## src/rtl/oled_pkg.sv

```systemverilog
// Shared definitions for the OLED SPI byte path: FSM states, pin levels and
// default timing.
package oled_pkg;

    typedef enum logic [1:0] {
        ST_IDLE,
        ST_LOW,
        ST_HIGH,
        ST_DONE
    } spi_state_e;

    // SPI clock level while no byte is being shifted
    localparam logic SPI_IDLE_LVL = 1'b1;

    // System-clock cycles per SPI half-period (100 MHz / 10 = 10 MHz SPI)
    localparam int unsigned DEFAULT_CLK_DIV = 5;

    // D/C line encoding
    localparam logic DC_COMMAND = 1'b0;
    localparam logic DC_DATA    = 1'b1;

    localparam int unsigned BITS_PER_BYTE = 8;

endpackage

```

## src/rtl/oled_spi_tick.sv

```systemverilog
// Half-period timer for the SPI clock: a 1-cycle strobe every CLK_DIV cycles
// while enabled, held at zero while cleared.
module oled_spi_tick
    import oled_pkg::*;
#(
    parameter int unsigned CLK_DIV = DEFAULT_CLK_DIV
) (
    input  logic clk,
    input  logic rst_n,
    input  logic enable,
    input  logic clear,
    output logic tick
);

    localparam int unsigned     CW   = $clog2(CLK_DIV + 1);
    localparam logic [CW-1:0]   LAST = CW'(CLK_DIV - 1);

    logic [CW-1:0] cnt_q;
    logic [CW-1:0] cnt_d;

    always_comb begin
        tick  = enable && (cnt_q == LAST);
        cnt_d = cnt_q;
        if (clear) begin
            cnt_d = '0;
        end else if (enable) begin
            if (cnt_q == LAST) begin
                cnt_d = '0;
            end else begin
                cnt_d = cnt_q + CW'(1);
            end
        end
    end

    always_ff @(posedge clk or negedge rst_n) begin
        if (!rst_n) begin
            cnt_q <= '0;
        end else begin
            cnt_q <= cnt_d;
        end
    end

endmodule

```

## src/rtl/oled_spi_byte_tx.sv

```systemverilog
// Byte-level SPI transmitter for the OLED panel: accepts one byte plus D/C
// flag per request and shifts it out MSB-first (SPI clock idles high).
module oled_spi_byte_tx
    import oled_pkg::*;
#(
    parameter int unsigned CLK_DIV = DEFAULT_CLK_DIV
) (
    input  logic       clock,
    input  logic       reset,
    input  logic [7:0] sendData,
    input  logic       sendDataValid,
    input  logic       sendDc,
    output logic       sendDone,
    output logic       busy,
    output logic       oled_spi_clk,
    output logic       oled_spi_data,
    output logic       oled_dc_n
);

    // Asynchronous assertion, synchronous release of the internal reset
    logic [1:0] rst_sync_q;
    logic       rst_n;

    always_ff @(posedge clock or negedge reset) begin
        if (!reset) begin
            rst_sync_q <= '0;
        end else begin
            rst_sync_q <= {rst_sync_q[0], 1'b1};
        end
    end

    assign rst_n = rst_sync_q[1];

    spi_state_e state_q, state_d;
    logic [7:0] shift_q, shift_d;
    logic [2:0] bit_cnt_q, bit_cnt_d;
    logic       start_q, start_d;
    logic       sclk_q, sclk_d;
    logic       mosi_q, mosi_d;
    logic       dc_q, dc_d;
    logic       done_q, done_d;
    logic       busy_q, busy_d;

    logic tick_en;
    logic tick_clr;
    logic tick;

    assign tick_en  = (state_q == ST_LOW) || (state_q == ST_HIGH);
    assign tick_clr = !tick_en;

    oled_spi_tick #(
        .CLK_DIV (CLK_DIV)
    ) u_tick (
        .clk    (clock),
        .rst_n  (rst_n),
        .enable (tick_en),
        .clear  (tick_clr),
        .tick   (tick)
    );

    always_comb begin
        state_d   = state_q;
        shift_d   = shift_q;
        bit_cnt_d = bit_cnt_q;
        start_d   = start_q;
        sclk_d    = sclk_q;
        mosi_d    = mosi_q;
        dc_d      = dc_q;
        done_d    = done_q;
        busy_d    = busy_q;

        unique case (state_q)
            ST_IDLE: begin
                // Acceptance is split over two edges: capture, then the first
                // falling SPI edge one cycle later from the captured byte.
                if (start_q) begin
                    start_d   = 1'b0;
                    state_d   = ST_LOW;
                    sclk_d    = 1'b0;
                    mosi_d    = shift_q[7];
                    busy_d    = 1'b1;
                    bit_cnt_d = '0;
                end else if (sendDataValid && !done_q) begin
                    shift_d = sendData;
                    dc_d    = sendDc;
                    start_d = 1'b1;
                end
            end

            ST_LOW: begin
                if (tick) begin
                    sclk_d  = 1'b1;
                    state_d = ST_HIGH;
                end
            end

            ST_HIGH: begin
                if (tick) begin
                    if (bit_cnt_q == 3'(BITS_PER_BYTE - 1)) begin
                        state_d = ST_DONE;
                        done_d  = 1'b1;
                    end else begin
                        bit_cnt_d = bit_cnt_q + 3'd1;
                        shift_d   = {shift_q[6:0], 1'b0};
                        mosi_d    = shift_q[6];
                        sclk_d    = 1'b0;
                        state_d   = ST_LOW;
                    end
                end
            end

            ST_DONE: begin
                if (!sendDataValid) begin
                    done_d  = 1'b0;
                    busy_d  = 1'b0;
                    state_d = ST_IDLE;
                end
            end

            default: begin
                state_d = ST_IDLE;
            end
        endcase
    end

    always_ff @(posedge clock or negedge rst_n) begin
        if (!rst_n) begin
            state_q   <= ST_IDLE;
            shift_q   <= '0;
            bit_cnt_q <= '0;
            start_q   <= 1'b0;
            sclk_q    <= SPI_IDLE_LVL;
            mosi_q    <= 1'b0;
            dc_q      <= DC_COMMAND;
            done_q    <= 1'b0;
            busy_q    <= 1'b0;
        end else begin
            state_q   <= state_d;
            shift_q   <= shift_d;
            bit_cnt_q <= bit_cnt_d;
            start_q   <= start_d;
            sclk_q    <= sclk_d;
            mosi_q    <= mosi_d;
            dc_q      <= dc_d;
            done_q    <= done_d;
            busy_q    <= busy_d;
        end
    end

    assign sendDone      = done_q;
    assign busy          = busy_q;
    assign oled_spi_clk  = sclk_q;
    assign oled_spi_data = mosi_q;
    assign oled_dc_n     = dc_q;

endmodule

```

## config.mk

```make
export PLATFORM = sky130hd
export DESIGN_NAME = oled_spi_byte_tx
export DESIGN_NICKNAME = d
export VERILOG_FILES = /design/src/rtl/oled_pkg.sv /design/src/rtl/oled_spi_tick.sv /design/src/rtl/oled_spi_byte_tx.sv
export SDC_FILE = /design/constraint.sdc
export NUM_CORES = 1
export LEC_CHECK = 0
export CAP_MARGIN = 15
export CORE_MARGIN = 2
export CORE_UTILIZATION = 48
export CTS_CLUSTER_SIZE = 16
export DETAILED_ROUTE_END_ITERATION = 7
export MAX_ROUTING_LAYER = met4
export PLACE_DENSITY_LB_ADDON = 0.1
export SLEW_MARGIN = 15
export SYNTH_ARGS = -nofsm -noshare
export SYNTH_HDL_FRONTEND = slang
export SYNTH_HIERARCHICAL = 1
export SYNTH_SLANG_ARGS = --single-unit
```

## constraint.sdc

```tcl
create_clock -name clock -period 0.8 [get_ports clock]
set_input_delay 0.16 -clock clock [delete_from_list [all_inputs] [get_ports clock]]
set_output_delay 0.16 -clock clock [all_outputs]
set_load 0.005 [all_outputs]
```

After elaboration in Yosys (flattened, before gate mapping)

Cells that the tools add are included.

Register bits after elaboration: 24
Output and inout bits: 5
Logic and storage cells: 77

Add/sub/neg operators: 2
Eq/ne operators: 13
Muxes and demuxes: 34
Bitwise operators: 1
Reduce and logical (&&, ||, !) cells: 16

Operators by type and width:

| operator              | number |
|---|---|
| $mux W8               | 4 |
| $pmux W8 S2           | 1 |
| $mux W3               | 5 |
| $ne A2 B2 Y1 const B  | 7 |
| $mux W1               | 13 |
| $reduce_and A4 Y1     | 3 |
| $mux W2               | 5 |
| $reduce_and A5 Y1     | 2 |
| $pmux W2 S4           | 1 |
| $add A3 B1 Y3 const B | 2 |
| $eq A3 B3 Y1 const B  | 2 |
| $pmux W1 S2           | 3 |
| $pmux W3 S2           | 1 |
| $reduce_and A3 Y1     | 2 |
| $reduce_bool A2 Y1    | 3 |
| $eq A2 B2 Y1 const B  | 2 |
| $pmux W1 S3           | 1 |
| $reduce_bool A3 Y1    | 1 |
| $eq A2 B1 Y1 const B  | 1 |
| $logic_and A1 B1 Y1   | 2 |
| $logic_not A2 Y1      | 1 |
| $ne A2 B1 Y1 const B  | 1 |
| $logic_not A1 Y1      | 1 |
| $logic_or A1 B1 Y1    | 1 |
| $not A1 Y1            | 1 |

Longest topological paths before layout

Gate-level depths: netlist of the first run.

Word-level depth: 5
Gate-level depth with buffers: 7

Modules after synthesis

Netlist of the first run, hierarchy kept.

By module, submodules not included:

| module           | times used | cells each | area each (um^2) | seq. area each (um^2) |
|---|---|---|---|---|
| oled_spi_byte_tx | 1          | 92         | 1129.8           | 526.8 |
| oled_spi_tick    | 1          | 17         | 173.9            | 75.1 |

Least setup slack after synthesis of the first run

No wires, ideal clock.

Kind: register to register
Start: register state_q[1]
End: register shift_q[0]
Setup time: 0.125 ns
Arrival time: 2.161 ns
Data required time: 0.675 ns
Slack: -1.486 ns
Stages on the path, launching flop included: 7
Path buffers: 0
Cells stage by stage: dfrtp_1 > inv_1 > ha_1 > and3_2 > and2b_1 > a2111oi_4 > mux2_2

Longest elaborated chain between the ends: 5
Elaborated cells on any way between the ends: 12
Classes of those cells: eq/ne: 6; mux: 1; reduce/logical: 5

RTL lines:

| what                                                | RTL line                | source |
|---|---|---|
| start, declared                                     | oled_spi_byte_tx.sv:34  | `spi_state_e state_q, state_d;` |
| start signal, assigned                              | oled_spi_byte_tx.sv:138 | `state_q <= state_d;` |
| $eq A2 B1 Y1 / $eq A2 B2 Y1 (equally long branches) | oled_spi_byte_tx.sv:48  | `assign tick_en = (state_q == ST_LOW) \|\| (state_q == ST_HIGH);` |
| $logic_or A1 B1 Y1 *                                | oled_spi_byte_tx.sv:48  |  |
| net tick_en                                         | oled_spi_byte_tx.sv:44  | `logic tick_en;` |
| $logic_and A1 B1 Y1 *                               | oled_spi_tick.sv:22     | `tick = enable && (cnt_q == LAST);` |
| net tick                                            | oled_spi_byte_tx.sv:46  | `logic tick;` |
| $ne A2 B2 Y1 (no source line) *                     | n/a                     |  |
| $reduce_and A5 Y1 (no source line) *                | n/a                     |  |
| end signal, assigned                                | oled_spi_byte_tx.sv:139 | `shift_q <= shift_d;` |
| end, declared                                       | oled_spi_byte_tx.sv:35  | `logic [7:0] shift_q, shift_d;` |

The timed path passes the listed nets; every way through them passes the cells marked *.
A chain may end at the register's enable or synchronous reset.

Worst setup path in the final report of the first run

Start: register state_q[1]
End: register shift_q[2]

The elaborated chain is that of the path after synthesis.

==> tab_implementation.tex, run 1 <==
\begin{tabular}{lr}
\hline
Metric & Value \\
\hline
\multicolumn{2}{l}{\textbf{Status}} \\
\quad Status & complete, but fails checks \\
\quad Violations in the final reports & negative setup slack \\
\multicolumn{2}{l}{\textbf{Synth}} \\
\quad Synthesized cell area & 0.00130 sq mm \\
\quad Synthesized net count & 131 \\
\quad \#FFs+latches synth & 24 \\
\quad Area leader, netlist & dfrtp\_1 \\
\quad Synth unique cells & 33 \\
\quad Syn avg cell area & 12.0 sq um \\
\quad Number of warning messages in the yosys log & 6 \\
\quad Leading cell types by total area after synthesis & dfrtp\_1, mux2\_2, ha\_1 \\
\quad Leading register cell type out of synthesis & dfrtp\_1 \\
\quad Proportion of synthesized flip-flops having asynchronous set or reset & 1.00 \\
\quad Count of mapped cells out of synthesis & 109 \\
\quad Sequential element share of the synthesized area & 0.462 \\
\quad Synth top area share & 0.441 \\
\quad Number of synthesized flops with an enable pin & 0 \\
\multicolumn{2}{l}{\textbf{Critical path}} \\
\quad Crit path max-delay cell type & dfrtp\_1 \\
\quad Slowest stage delay, CP & 400 ps \\
\quad Kind of end point of the critical path & flop \\
\quad Worst reg2reg setup slack & -1190 ps \\
\quad Critical setup path kind & reg2reg \\
\quad Max FO, Critical Path & 8 \\
\quad CP required & 1010 ps \\
\quad Crit-path cells & inv\_2 > ha\_4 > and3\_4 > and2b\_1 > a2111oi\_4 > buf\_6 > mux2\_2 \\
\quad Kind of launch point of the worst setup path & flop \\
\quad Crit path DAT & 2200 ps \\
\multicolumn{2}{l}{\textbf{Global routing}} \\
\quad Pin count of the biggest net entering global routing & 23 \\
\quad Number of antenna violations at the first check in global routing & 0 \\
\quad First-pass GRT wire length & 4.94 mm \\
\quad Vias in the first global route & 1088 \\
\quad GRT overflow & 0 \\
\quad Total routing resource utilization after global routing & 0.205 \\
\multicolumn{2}{l}{\textbf{Min path}} \\
\quad Worst hold-check path type & reg2async \\
\multicolumn{2}{l}{\textbf{Timing}} \\
\quad Number of endpoints failing setup at the final stage & 27 \\
\quad Final Hold Viols & 0 \\
\quad Maximum clock skew at final layout & 7.04 ps \\
\quad Pins over their slew limit & 0 \\
\quad F\_max & 504 MHz \\
\quad Setup TNS & -21100 ps \\
\quad Post-route fraction of the period consumed by the critical path & 2.48 \\
\quad Worst Slack Setup Final & -1190 ps \\
\quad WHS & 218 ps \\
\quad Min Clock Period, post-route & 1990 ps \\
\quad Setup repair after global routing missed its margin & yes \\
\multicolumn{2}{l}{\textbf{Cells and area}} \\
\quad Area overhead of the layout relative to synthesis & 56.3\% \\
\quad Total area of multi-input combinational cells & 826 sq um \\
\quad Count of filler cells inserted in the layout & 146 \\
\quad \# nets final & 190 \\
\quad Antenna diode instance count & 0 \\
\quad Combined flip-flop and latch cell area & 602 sq um \\
\quad Fraction of final layout cells sized beyond drive strength 1 & 0.557 \\
\multicolumn{2}{l}{\textbf{Drt}} \\
\quad Residual antenna-violating net count after detailed routing & 0 \\
\quad DR vias & 1101 \\
\quad Vias per inst & 5.59 \\
\quad Wire per inst & 15.9 um \\
\quad Number of DRC violations after detailed routing & 0 \\
\quad Detailed-router iteration count before antenna repair & 4 \\
\quad Violation count after the first detailed-route iteration & 24 \\
\quad Total wirelength of the detailed-routed design & 3.14 mm \\
\multicolumn{2}{l}{\textbf{Placement}} \\
\quad Post-DP HPWL & 1.94 mm \\
\quad Number of buffers added on ports & 16 \\
\quad Gp weighted congestion & 0.750 \\
\multicolumn{2}{l}{\textbf{Clocking}} \\
\quad Largest buffer count on any clock path & 2 \\
\quad Clock tree from TritonCTS & done \\
\quad Clock slew at the register clock pins of the worst setup and hold paths & 140 ps \\
\quad Num CTS Buffers & 3 \\
\quad Num Clock Sinks & 24 \\
\quad Clk Latency, worst-skew pair & 310 ps \\
\quad H-tree Lvls & 1 \\
\quad Root buffer cell & clkbuf\_4 \\
\multicolumn{2}{l}{\textbf{Flow run}} \\
\quad Max-cap check violation count & 0 \\
\multicolumn{2}{l}{\textbf{Pwr}} \\
\quad Leakage power of the design & 0.966 nW \\
\quad Part of the power in registers & 0.546 \\
\quad Internal power & 1.84 mW \\
\quad Largest voltage drop on the vdd net & 1100 uV \\
\quad Power Density & 1120 mW/mm\^{}2 \\
\quad Total power draw & 2.28 mW \\
\quad Net switching power of the design & 0.441 mW \\
\quad Logic gate share of total power & 0.068 \\
\quad Net switching fraction of the power & 0.193 \\
\quad Clock share of power & 0.386 \\
\multicolumn{2}{l}{\textbf{Floorplanning}} \\
\quad Overall die area & 0.00315 sq mm \\
\quad Starting density of the core & 0.517 \\
\quad Die span in x & 56.1 um \\
\quad Area inside the core boundary & 0.00252 sq mm \\
\quad Std cell rows & 18 \\
\quad DIE HEIGHT & 56.1 um \\
\quad Total I/O pin count & 17 \\
\hline
\end{tabular}
[worst paths after layout]
check,startpoint,endpoint,depth (start not counted)
max,state_q[1]$_DFFE_PN0P_,shift_q[2]$_DFFE_PN0P_,7
min,rst_sync_q[1]$_DFF_PN0_,shift_q[4]$_DFFE_PN0P_,1
max reg2reg,state_q[1]$_DFFE_PN0P_,shift_q[2]$_DFFE_PN0P_,7
min reg2reg,rst_sync_q[1]$_DFF_PN0_,shift_q[4]$_DFFE_PN0P_,1
max in group asynchronous,reset,rst_sync_q[0]$_DFF_PN0_,2
min in group clock,rst_sync_q[0]$_DFF_PN0_,rst_sync_q[1]$_DFF_PN0_,0
[cell usage after synthesis, types with 2 or more instances]
library cell	number
dfrtp_1	23
nand2_1	4
nor2_1	3
a22o_1	5
ha_1	10
and3_1	2
mux2_2	18
nand2b_1	5
inv_1	8
nor2b_1	2
a21oi_1	3
o21ai_0	5
[cell type report]
cell class,instances,area share
sequential,24,0.295
timing repair buffer,56,0.241
inverter,8,0.0147
clock inverter,1,0.0147
clock buffer,3,0.0110
multi-input combinational,75,0.405
tap,30,0.0184
[critical path: cells and delay by family, from the launching register on]
kind	cells	cell delay, ps
AO/OA/AOI/OAI	1	210
adder cells (fa/ha/maj)	1	270
buffers and inverters	2	270
flip-flops	1	400
multiplexers	1	340
AND/OR/NAND/NOR	2	400
[logic make-up (layout without fill, tap and decap cells)]
family | after synthesis | in the layout | synth area share
AOI/OAI and AO/OA | 20 | 20 | 0.122
adders and majority gates | 10 | 10 | 0.0960
buffers and inverters | 10 | 68 | 0.0345
DFF | 24 | 24 | 0.462
muxes | 19 | 19 | 0.163
other | 1 | 1 | 0.00288
and+or+nand+nor | 25 | 25 | 0.120
[through the flow]
step                instances  cell area [sq um]  utilization  setup slack [ps]
finish                    197               2040        0.808             -1190
global placement          181               1760        0.696             -1170
floorplan                 109               1350            -             -1280
CTS                       193               1960        0.775             -1160
detailed placement        181               1760        0.696             -1210
global route              197               2040        0.808             -1270
[registers in the layout (all words and copies together) (netlist names)]
| register | count |
|---|---|
| oled_spi_data | 1 |
| oled_dc_n | 1 |
| shift_q | 8 |
| busy | 1 |
| u_tick/cnt_q | 3 |
| bit_cnt_q | 3 |
| state_q | 2 |
| sendDone | 1 |
| start_q | 1 |
| rst_sync_q | 2 |
| oled_spi_clk | 1 |
[placed cells by master, fill, tap and decap left out, types with 4 or more instances in the layout]
master / netlist / layout
buf_6: 1 / 10
a22o_1: 5 / 5
nand2b_4: 1 / 4
nand2_1: 4 / 4
dfrtp_1: 23 / 23
buf_2: 0 / 4
mux2_2: 18 / 11
inv_1: 8 / 5
clkdlybuf4s50_1: 0 / 11
buf_4: 0 / 29
mux2_4: 0 / 7
ha_2: 0 / 4
[routing by layer]
metal,share of wire,vias to the layer above,global-route usage,wire length [um]
met5,0,-,-,0
met4,0.027,0,0.0578,85
met3,0.047,15,0.0372,148
met2,0.54,51,0.371,1680
met1,0.39,530,0.228,1220
li1,-,505,-,-
[timing repair]
action                     CTS  global route
hold endpoints to repair     2             0
pin swaps                    9             1
buffers inserted             7             6
setup endpoints to repair   27            27
resized for setup           45            13
hold buffers                 1             0
[power by group through the flow]
| stage | clock network, mW | logic, mW | registers [mW] |
|---|---|---|---|
| finish | 0.882 | 0.155 | 1.24 |
| global route | 0.970 | 0.170 | 1.25 |
| CTS | 0.914 | 0.147 | 1.25 |
| detailed placement | 0 | 0.145 | 1.27 |
| global placement | 0 | 0.142 | 1.27 |
| floorplan | 0 | 0.0325 | 1.28 |
(Power assumes the default switching activity.)
==> run 2: changes to the inputs <==
--- a/config.mk
+++ b/config.mk
@@ -5,13 +5,15 @@
 export SDC_FILE = /design/constraint.sdc
 export NUM_CORES = 1
 export LEC_CHECK = 0
+export ABC_AREA = 1
 export CAP_MARGIN = 15
 export CORE_MARGIN = 2
-export CORE_UTILIZATION = 48
+export CORE_UTILIZATION = 49
 export CTS_CLUSTER_SIZE = 16
 export DETAILED_ROUTE_END_ITERATION = 7
 export MAX_ROUTING_LAYER = met4
 export PLACE_DENSITY_LB_ADDON = 0.1
+export SKIP_LAST_GASP = 1
 export SLEW_MARGIN = 15
 export SYNTH_ARGS = -nofsm -noshare
 export SYNTH_HDL_FRONTEND = slang
==> tab_implementation.tex, run 2 <==
\begin{tabular}{lr}
\hline
Metric & Value \\
\hline
\multicolumn{2}{l}{\textbf{Status}} \\
\quad Status & complete, but fails checks \\
\quad Violations in the final reports & negative setup slack \\
\multicolumn{2}{l}{\textbf{Drt}} \\
\quad Violation count after the first detailed-route iteration & 35 (+46\%) \\
\quad Wire per inst & 12.8 um (-20\%) \\
\quad DR vias & 1373 (+25\%) \\
\quad Number of DRC violations after detailed routing & 0 (unchanged) \\
\quad Vias per inst & 5.01 (-10\%) \\
\quad Detailed-router iteration count before antenna repair & 4 (unchanged) \\
\quad Total wirelength of the detailed-routed design & 3.50 mm (+12\%) \\
\quad Residual antenna-violating net count after detailed routing & 0 (unchanged) \\
\multicolumn{2}{l}{\textbf{Synth}} \\
\quad Share of the synthesized netlist area taken by xor and xnor gates & 0 (unchanged) \\
\quad Leading cell types by total area after synthesis & dfrtp\_1, nand2\_1, ha\_1 \\
\quad Proportion of synthesized flip-flops having asynchronous set or reset & 1.00 (unchanged) \\
\quad Main combinational cell family by area after synthesis & simple AND/OR/NAND/NOR gates \\
\quad Most frequent cell after synthesis & nand2\_1 \\
\quad Synth unique cells & 17 (-48\%) \\
\quad Most numerous cell types in the synthesized netlist & nand2\_1, dfrtp\_1, inv\_1 \\
\quad Number of warning messages in the yosys log & 6 (unchanged) \\
\quad \#FFs+latches synth & 24 (unchanged) \\
\quad Synthesized net count & 205 (+56\%) \\
\quad Share of cell area taken by muxes after synthesis & 0 (-0.163) \\
\quad Area fraction in compound gates after synthesis & 0.0442 (-0.0777) \\
\quad Count of mapped cells out of synthesis & 183 (+68\%) \\
\quad Adder and majority cell fraction of the synthesized area & 0.0921 (-0.00389) \\
\quad Sequential element share of the synthesized area & 0.443 (-0.0187) \\
\quad Area leader, netlist & dfrtp\_1 \\
\quad Number of synthesized flops with an enable pin & 0 (unchanged) \\
\quad Syn avg cell area & 7.43 sq um (-38\%) \\
\quad Synth Area in Simple Gates & 0.347 (+0.227) \\
\quad Leading register cell type out of synthesis & dfrtp\_1 \\
\quad Synthesized cell area & 0.00136 sq mm (+4.2\%) \\
\quad Synth top area share & 0.424 (-0.0179) \\
\multicolumn{2}{l}{\textbf{Timing}} \\
\quad Setup repair after global routing missed its margin & yes \\
\quad Post-route fraction of the period consumed by the critical path & 1.98 (-0.503) \\
\quad Pins over their slew limit & 0 (unchanged) \\
\quad Number of endpoints failing setup at the final stage & 27 (unchanged) \\
\quad Worst Slack Setup Final & -783 ps (+402 ps) \\
\quad Maximum clock skew at final layout & 1.86 ps (-5.18 ps) \\
\quad Final Hold Viols & 0 (unchanged) \\
\quad Min Clock Period, post-route & 1580 ps (-402 ps) \\
\quad F\_max & 632 MHz (+25\%) \\
\multicolumn{2}{l}{\textbf{Pwr}} \\
\quad Leakage power of the design & 1.09 nW (+13\%) \\
\quad Net switching power of the design & 0.402 mW (-8.8\%) \\
\quad Largest voltage drop on the vdd net & 1030 uV (-5.8\%) \\
\quad Total power draw & 1.96 mW (-14\%) \\
\quad Part of the power in registers & 0.624 (+0.078) \\
\quad Power Density & 926 mW/mm\^{}2 (-17\%) \\
\quad Clock share of power & 0.329 (-0.057) \\
\quad Internal power & 1.55 mW (-16\%) \\
\quad Logic gate share of total power & 0.047 (-0.021) \\
\quad Net switching fraction of the power & 0.206 (+0.0125) \\
\multicolumn{2}{l}{\textbf{Min path}} \\
\quad Worst hold-check path type & reg2async \\
\multicolumn{2}{l}{\textbf{Floorplanning}} \\
\quad Std cell rows & 19 (+1) \\
\quad DIE HEIGHT & 56.7 um (+0.97\%) \\
\quad Total I/O pin count & 17 (unchanged) \\
\quad Overall die area & 0.00321 sq mm (+2.0\%) \\
\quad Starting density of the core & 0.506 (-0.0110) \\
\quad Area inside the core boundary & 0.00269 sq mm (+6.5\%) \\
\quad Die span in x & 56.7 um (+0.97\%) \\
\multicolumn{2}{l}{\textbf{Clocking}} \\
\quad Root buffer cell & clkbuf\_4 \\
\quad Clock slew at the register clock pins of the worst setup and hold paths & 130 ps (about the same) \\
\quad Clock tree from TritonCTS & done \\
\quad Clk Latency, worst-skew pair & 310 ps (about the same) \\
\quad H-tree Lvls & 1 (unchanged) \\
\quad Num Clock Sinks & 24 (unchanged) \\
\quad Largest buffer count on any clock path & 2 (unchanged) \\
\quad Num CTS Buffers & 3 (unchanged) \\
\multicolumn{2}{l}{\textbf{Cells and area}} \\
\quad Antenna diode instance count & 0 (unchanged) \\
\quad \# nets final & 266 (+40\%) \\
\quad Commonest non-fill, non-tap cell in the layout & nand2\_1 \\
\quad Largest regs & shift\_q: 8 flops, bit\_cnt\_q: 3 flops, u\_tick/cnt\_q: 3 flops \\
\quad Area overhead of the layout relative to synthesis & 55.3\% \\
\quad Highest-count cells in the layout ignoring fill and taps & nand2\_1, buf\_4, dfrtp\_1 \\
\quad Final cell area excluding filler cells & 0.00211 sq mm (+3.6\%) \\
\quad Register ranked first by flip-flop count & shift\_q \\
\quad Post-layout util & 0.786 (-0.0223) \\
\quad Fraction of final layout cells sized beyond drive strength 1 & 0.432 (-0.125) \\
\quad Post-Layout Cell Count & 274 (+39\%) \\
\quad Number of flip-flops in the largest register & 8 (unchanged) \\
\multicolumn{2}{l}{\textbf{Placement}} \\
\quad Placed cells & 254 (+40\%) \\
\quad Post-DP HPWL & 2.28 mm (+18\%) \\
\quad Post-placement setup slack & -725 ps (+484 ps) \\
\quad Number of buffers added on ports & 16 (unchanged) \\
\quad Placed inst area & 0.00179 sq mm (+2.1\%) \\
\quad Gp weighted congestion & 0.867 (+16\%) \\
\multicolumn{2}{l}{\textbf{Global routing}} \\
\quad Number of antenna violations at the first check in global routing & 0 (unchanged) \\
\quad Vias in the first global route & 1343 (+23\%) \\
\quad Total routing resource utilization after global routing & 0.233 (+0.0282) \\
\quad Pin count of the biggest net entering global routing & 15 (-35\%) \\
\quad GRT overflow & 0 (unchanged) \\
\quad First-pass GRT wire length & 5.68 mm (+15\%) \\
\multicolumn{2}{l}{\textbf{Critical path}} \\
\quad Kind of end point of the critical path & flop \\
\quad Max FO, Critical Path & 8 (unchanged) \\
\quad Critical setup path kind & reg2reg \\
\quad Crit path DAT & 1840 ps (-360 ps) \\
\quad CP required & 1060 ps (+50 ps) \\
\quad Kind of launch point of the worst setup path & flop \\
\multicolumn{2}{l}{\textbf{Flow run}} \\
\quad Max-cap check violation count & 0 (unchanged) \\
\hline
\end{tabular}
## run 2: cells by family (layout without fill, tap and decap cells)
family	after synthesis	count (layout)
fa+ha+maj	10	10
other cells	1	1
compound gates	12	12
buf+inv	25	85
simple gates	111	111
flops	24	24
## run 2: worst paths after layout
kind	start	to	slack [ps]	cells past startpoint
max in group asynchronous	reset	rst_sync_q[0]$_DFF_PN0_	170	2
hold / removal	rst_sync_q[1]$_DFF_PN0_	u_tick/cnt_q[0]$_DFFE_PN0P_	180	1
setup reg to reg	state_q[1]$_DFFE_PN0P_	shift_q[1]$_DFFE_PN0P_	-780	11
setup / recovery	state_q[1]$_DFFE_PN0P_	shift_q[1]$_DFFE_PN0P_	-780	11
min in group clock	rst_sync_q[0]$_DFF_PN0_	rst_sync_q[1]$_DFF_PN0_	380	0
hold reg to reg	rst_sync_q[1]$_DFF_PN0_	u_tick/cnt_q[0]$_DFFE_PN0P_	180	1
## run 2: through the flow
step | hold WS, ps | TNS (ps)
6_report | 184 | -15460
3_3_place_gp | 169 | -13990
5_1_grt | 205 | -17410
4_1_cts | 196 | -14330
3_5_place_dp | 179 | -14730
2_1_floorplan | -136 | -11380
## run 2: area by class of cell
class | count | area [sq um]
multi-input cells | 134 | 865
inverters | 23 | 96.3
clock buffers | 4 | 36.3
repair buffers | 58 | 473
fillers | 184 | 576
flip-flops and latches | 24 | 602
well taps | 31 | 38.8
## run 2: repair_timing
item,in CTS,in global routing
pin swaps,14,18
hold endpoints to repair,2,0
buffers inserted,14,4
hold buffers,1,0
resized for setup,53,19
endpoints found under the setup margin,27,27
## run 2: power by group through the flow
stage | Clock (mW) | Combinational [mW] | Sequential, mW
final | 0.643 | 0.0922 | 1.22
after global routing | 0.702 | 0.101 | 1.22
after detailed placement | 0 | 0.0891 | 1.24
after CTS | 0.668 | 0.0940 | 1.22
after floorplan | 0 | 0.00236 | 1.26
after global placement | 0 | 0.0874 | 1.24
## run 2: critical path, stage by stage, from the launching register on
cell     delay (ps)
dfrtp_1         440
inv_2            80
ha_4            290
inv_4            40
nor2_4          100
inv_2            60
nand2_2          70
nand2_2          70
nor2_4          100
buf_12          140
nand3_2          70
nand2_1          80
## run 2: layer usage
metal | global-route usage | wire, um
met1 | 0.279 | 1480
met2 | 0.399 | 1890
met3 | 0.0230 | 107
met4 | 0.0952 | 20
met5 | - | 0
==> run 3: changes to the inputs <==
--- a/config.mk
+++ b/config.mk
@@ -8,7 +8,8 @@
 export ABC_AREA = 1
 export CAP_MARGIN = 15
 export CORE_MARGIN = 2
-export CORE_UTILIZATION = 49
+export CORE_UTILIZATION = 51
+export CTS_BUF_LIST = sky130_fd_sc_hd__clkbuf_8
 export CTS_CLUSTER_SIZE = 16
 export DETAILED_ROUTE_END_ITERATION = 7
 export MAX_ROUTING_LAYER = met4
==> tab_implementation.tex, run 3 (synthesized netlist as in run 2, its figures left out) <==
\begin{tabular}{lr}
\hline
Metric & Value \\
\hline
\multicolumn{2}{l}{\textbf{Clocking}} \\
\quad Root buffer cell & clkbuf\_8 \\
\quad Num CTS Buffers & 3 (unchanged) \\
\quad Largest buffer count on any clock path & 2 (unchanged) \\
\quad Num Clock Sinks & 24 (unchanged) \\
\quad Clk Latency, worst-skew pair & 280 ps (-30 ps) \\
\quad H-tree Lvls & 1 (unchanged) \\
\quad Clock tree from TritonCTS & done \\
\quad Clock slew at the register clock pins of the worst setup and hold paths & 90 ps (-40 ps) \\
\multicolumn{2}{l}{\textbf{Pwr}} \\
\quad Leakage power of the design & 1.14 nW (+4.4\%) \\
\quad Largest voltage drop on the vdd net & 1210 uV (+17\%) \\
\quad Power Density & 1090 mW/mm\^{}2 (+18\%) \\
\multicolumn{2}{l}{\textbf{Global routing}} \\
\quad Pin count of the biggest net entering global routing & 15 (unchanged) \\
\quad Vias in the first global route & 1356 (+0.97\%) \\
\quad Total routing resource utilization after global routing & 0.245 (+0.0127) \\
\quad GRT overflow & 0 (unchanged) \\
\quad Number of antenna violations at the first check in global routing & 0 (unchanged) \\
\quad First-pass GRT wire length & 5.84 mm (+2.9\%) \\
\multicolumn{2}{l}{\textbf{Cells and area}} \\
\quad Commonest non-fill, non-tap cell in the layout & nand2\_1 \\
\quad Highest-count cells in the layout ignoring fill and taps & nand2\_1, buf\_4, dfrtp\_1 \\
\quad Antenna diode instance count & 0 (unchanged) \\
\quad Total area of multi-input combinational cells & 888 sq um (+2.7\%) \\
\quad Register ranked first by flip-flop count & shift\_q \\
\quad Fraction of final layout cells sized beyond drive strength 1 & 0.416 (-0.0165) \\
\quad Number of flip-flops in the largest register & 8 (unchanged) \\
\quad \# nets final & 266 (unchanged) \\
\quad Final cell area excluding filler cells & 0.00219 sq mm (+3.7\%) \\
\quad Largest regs & shift\_q: 8 flops, bit\_cnt\_q: 3 flops, u\_tick/cnt\_q: 3 flops \\
\quad Count of filler cells inserted in the layout & 112 (-39\%) \\
\quad Area overhead of the layout relative to synthesis & 61.1\% \\
\quad Combined flip-flop and latch cell area & 603 sq um (+0.21\%) \\
\multicolumn{2}{l}{\textbf{Placement}} \\
\quad Gp weighted congestion & 0.820 (-5.4\%) \\
\quad Placed inst area & 0.00180 sq mm (+0.35\%) \\
\quad Post-placement setup slack & -724 ps (+1.73 ps) \\
\quad Post-DP HPWL & 2.24 mm (-1.7\%) \\
\quad Number of buffers added on ports & 16 (unchanged) \\
\multicolumn{2}{l}{\textbf{Drt}} \\
\quad Detailed-router iteration count before antenna repair & 4 (unchanged) \\
\quad DR vias & 1478 (+7.6\%) \\
\quad Number of DRC violations after detailed routing & 0 (unchanged) \\
\quad Wire per inst & 14.8 um (+16\%) \\
\quad Violation count after the first detailed-route iteration & 50 (+43\%) \\
\quad Vias per inst & 5.41 (+8.0\%) \\
\quad Residual antenna-violating net count after detailed routing & 0 (unchanged) \\
\quad Total wirelength of the detailed-routed design & 4.04 mm (+15\%) \\
\multicolumn{2}{l}{\textbf{Min path}} \\
\quad Worst hold-check path type & in2async \\
\multicolumn{2}{l}{\textbf{Critical path}} \\
\quad Kind of launch point of the worst setup path & flop \\
\quad Max FO, Critical Path & 8 (unchanged) \\
\quad Dominant cell type by count on the critical path & nor2\_4 \\
\quad Crit path DAT & 1790 ps (-50 ps) \\
\quad Crit path max-delay cell type & dfrtp\_1 \\
\quad CP required & 970 ps (-90 ps) \\
\quad Crit-path cells & inv\_4 > ha\_4 > inv\_4 > nor2\_4 > buf\_4 > nor2\_4 > nor2\_4 > nand3\_4 > nand2\_1 > nand2\_1 \\
\quad Kind of end point of the critical path & flop \\
\quad Slowest stage delay, CP & 410 ps (-30 ps) \\
\quad Critical setup path kind & reg2reg \\
\multicolumn{2}{l}{\textbf{Floorplanning}} \\
\quad Std cell rows & 18 (-1) \\
\quad DIE HEIGHT & 55.6 um (-1.8\%) \\
\quad Area inside the core boundary & 0.00250 sq mm (-6.9\%) \\
\quad Overall die area & 0.00309 sq mm (-3.7\%) \\
\quad Starting density of the core & 0.544 (+0.0377) \\
\quad Total I/O pin count & 17 (unchanged) \\
\quad Die span in x & 55.6 um (-1.8\%) \\
\multicolumn{2}{l}{\textbf{Timing}} \\
\quad Min Clock Period, post-route & 1620 ps (+39.7 ps) \\
\quad Pins over their slew limit & 0 (unchanged) \\
\quad Maximum clock skew at final layout & 11.1 ps (+9.22 ps) \\
\quad F\_max & 616 MHz (-2.4\%) \\
\quad Setup repair after global routing missed its margin & yes \\
\quad Final Hold Viols & 0 (unchanged) \\
\quad Post-route fraction of the period consumed by the critical path & 2.03 (+0.0497) \\
\quad Worst Slack Setup Final & -823 ps (-39.7 ps) \\
\quad Number of endpoints failing setup at the final stage & 27 (unchanged) \\
\multicolumn{2}{l}{\textbf{Status}} \\
\quad Status & complete, but fails checks \\
\quad Violations in the final reports & negative setup slack \\
\multicolumn{2}{l}{\textbf{Flow run}} \\
\quad Max-cap check violation count & 0 (unchanged) \\
\hline
\end{tabular}
## run 3: changes by cell type in the layout (fill, tap and decap cells not counted), sizes merged
| cell | before | now |
|---|---|---|
| buf | 46 | 47 |
| bufinv | 0 | 1 |
| clkbuf | 4 | 3 |
| dlygate4sd3 | 1 | 0 |
## run 3: path summary, 6_finish.rpt
check,from,endpoint,slack (ps),depth (start not counted)
setup / recovery,state_q[0]$_DFFE_PN0P_,shift_q[5]$_DFFE_PN0P_,-820,10
hold / removal,reset,rst_sync_q[1]$_DFF_PN0_,40,1
setup reg to reg,state_q[0]$_DFFE_PN0P_,shift_q[5]$_DFFE_PN0P_,-820,10
hold reg to reg,rst_sync_q[1]$_DFF_PN0_,u_tick/cnt_q[1]$_DFFE_PN0P_,170,1
max in group asynchronous,rst_sync_q[1]$_DFF_PN0_,oled_spi_clk$_DFFE_PN1P_,410,1
min in group clock,rst_sync_q[0]$_DFF_PN0_,rst_sync_q[1]$_DFF_PN0_,360,0
## run 3: area by class of cell
| class | instances | share of cell area |
|---|---|---|
| multi-input combinational | 134 | 0.406 |
| sequential | 24 | 0.275 |
| timing repair buffer | 58 | 0.223 |
| inverter | 23 | 0.0463 |
| clock buffer | 3 | 0.0189 |
| tap | 30 | 0.0171 |
| clock inverter | 1 | 0.0137 |
## run 3: report_power, final
part / switching (mW) / internal, mW
Clock: 0.410 / 0.670
Combinational: 0.0359 / 0.0540
Sequential: 0.00181 / 1.22
## run 3: routing by layer
layer	part of all wire	vias up	track usage	wire length, um
li1	-	688	-	-
met1	0.39	703	0.291	1560
met2	0.50	64	0.401	2020
met3	0.058	23	0.0349	235
met4	0.054	0	0.136	216
met5	0	-	-	0
## run 3: worst max-delay path: cells and delay by family, from the launching register on
kind          cells  cell delay [ps]
fa+ha+maj         1              280
buf+inv           3              240
flops             1              410
simple gates      6              590
## run 3: through the flow
stage	util	setup TNS, ps	power [mW]	instances	hold WS [ps]
final	0.876	-15690	2.39	273	44.9
after global routing	0.876	-17180	2.46	273	45.0
after CTS	0.796	-13830	2.40	265	40.6
after detailed placement	0.719	-14990	1.33	254	171
after global placement	0.719	-14520	1.33	254	166
after floorplan	-	-11380	1.26	183	-136
## run 3: what timing repair did
item,4_1_cts,5_1_grt
buffers inserted,9,9
gates cloned,0,0
hold buffers,0,0
endpoints found under the setup margin,27,27
gates resized for setup,50,27
pin swaps,18,20
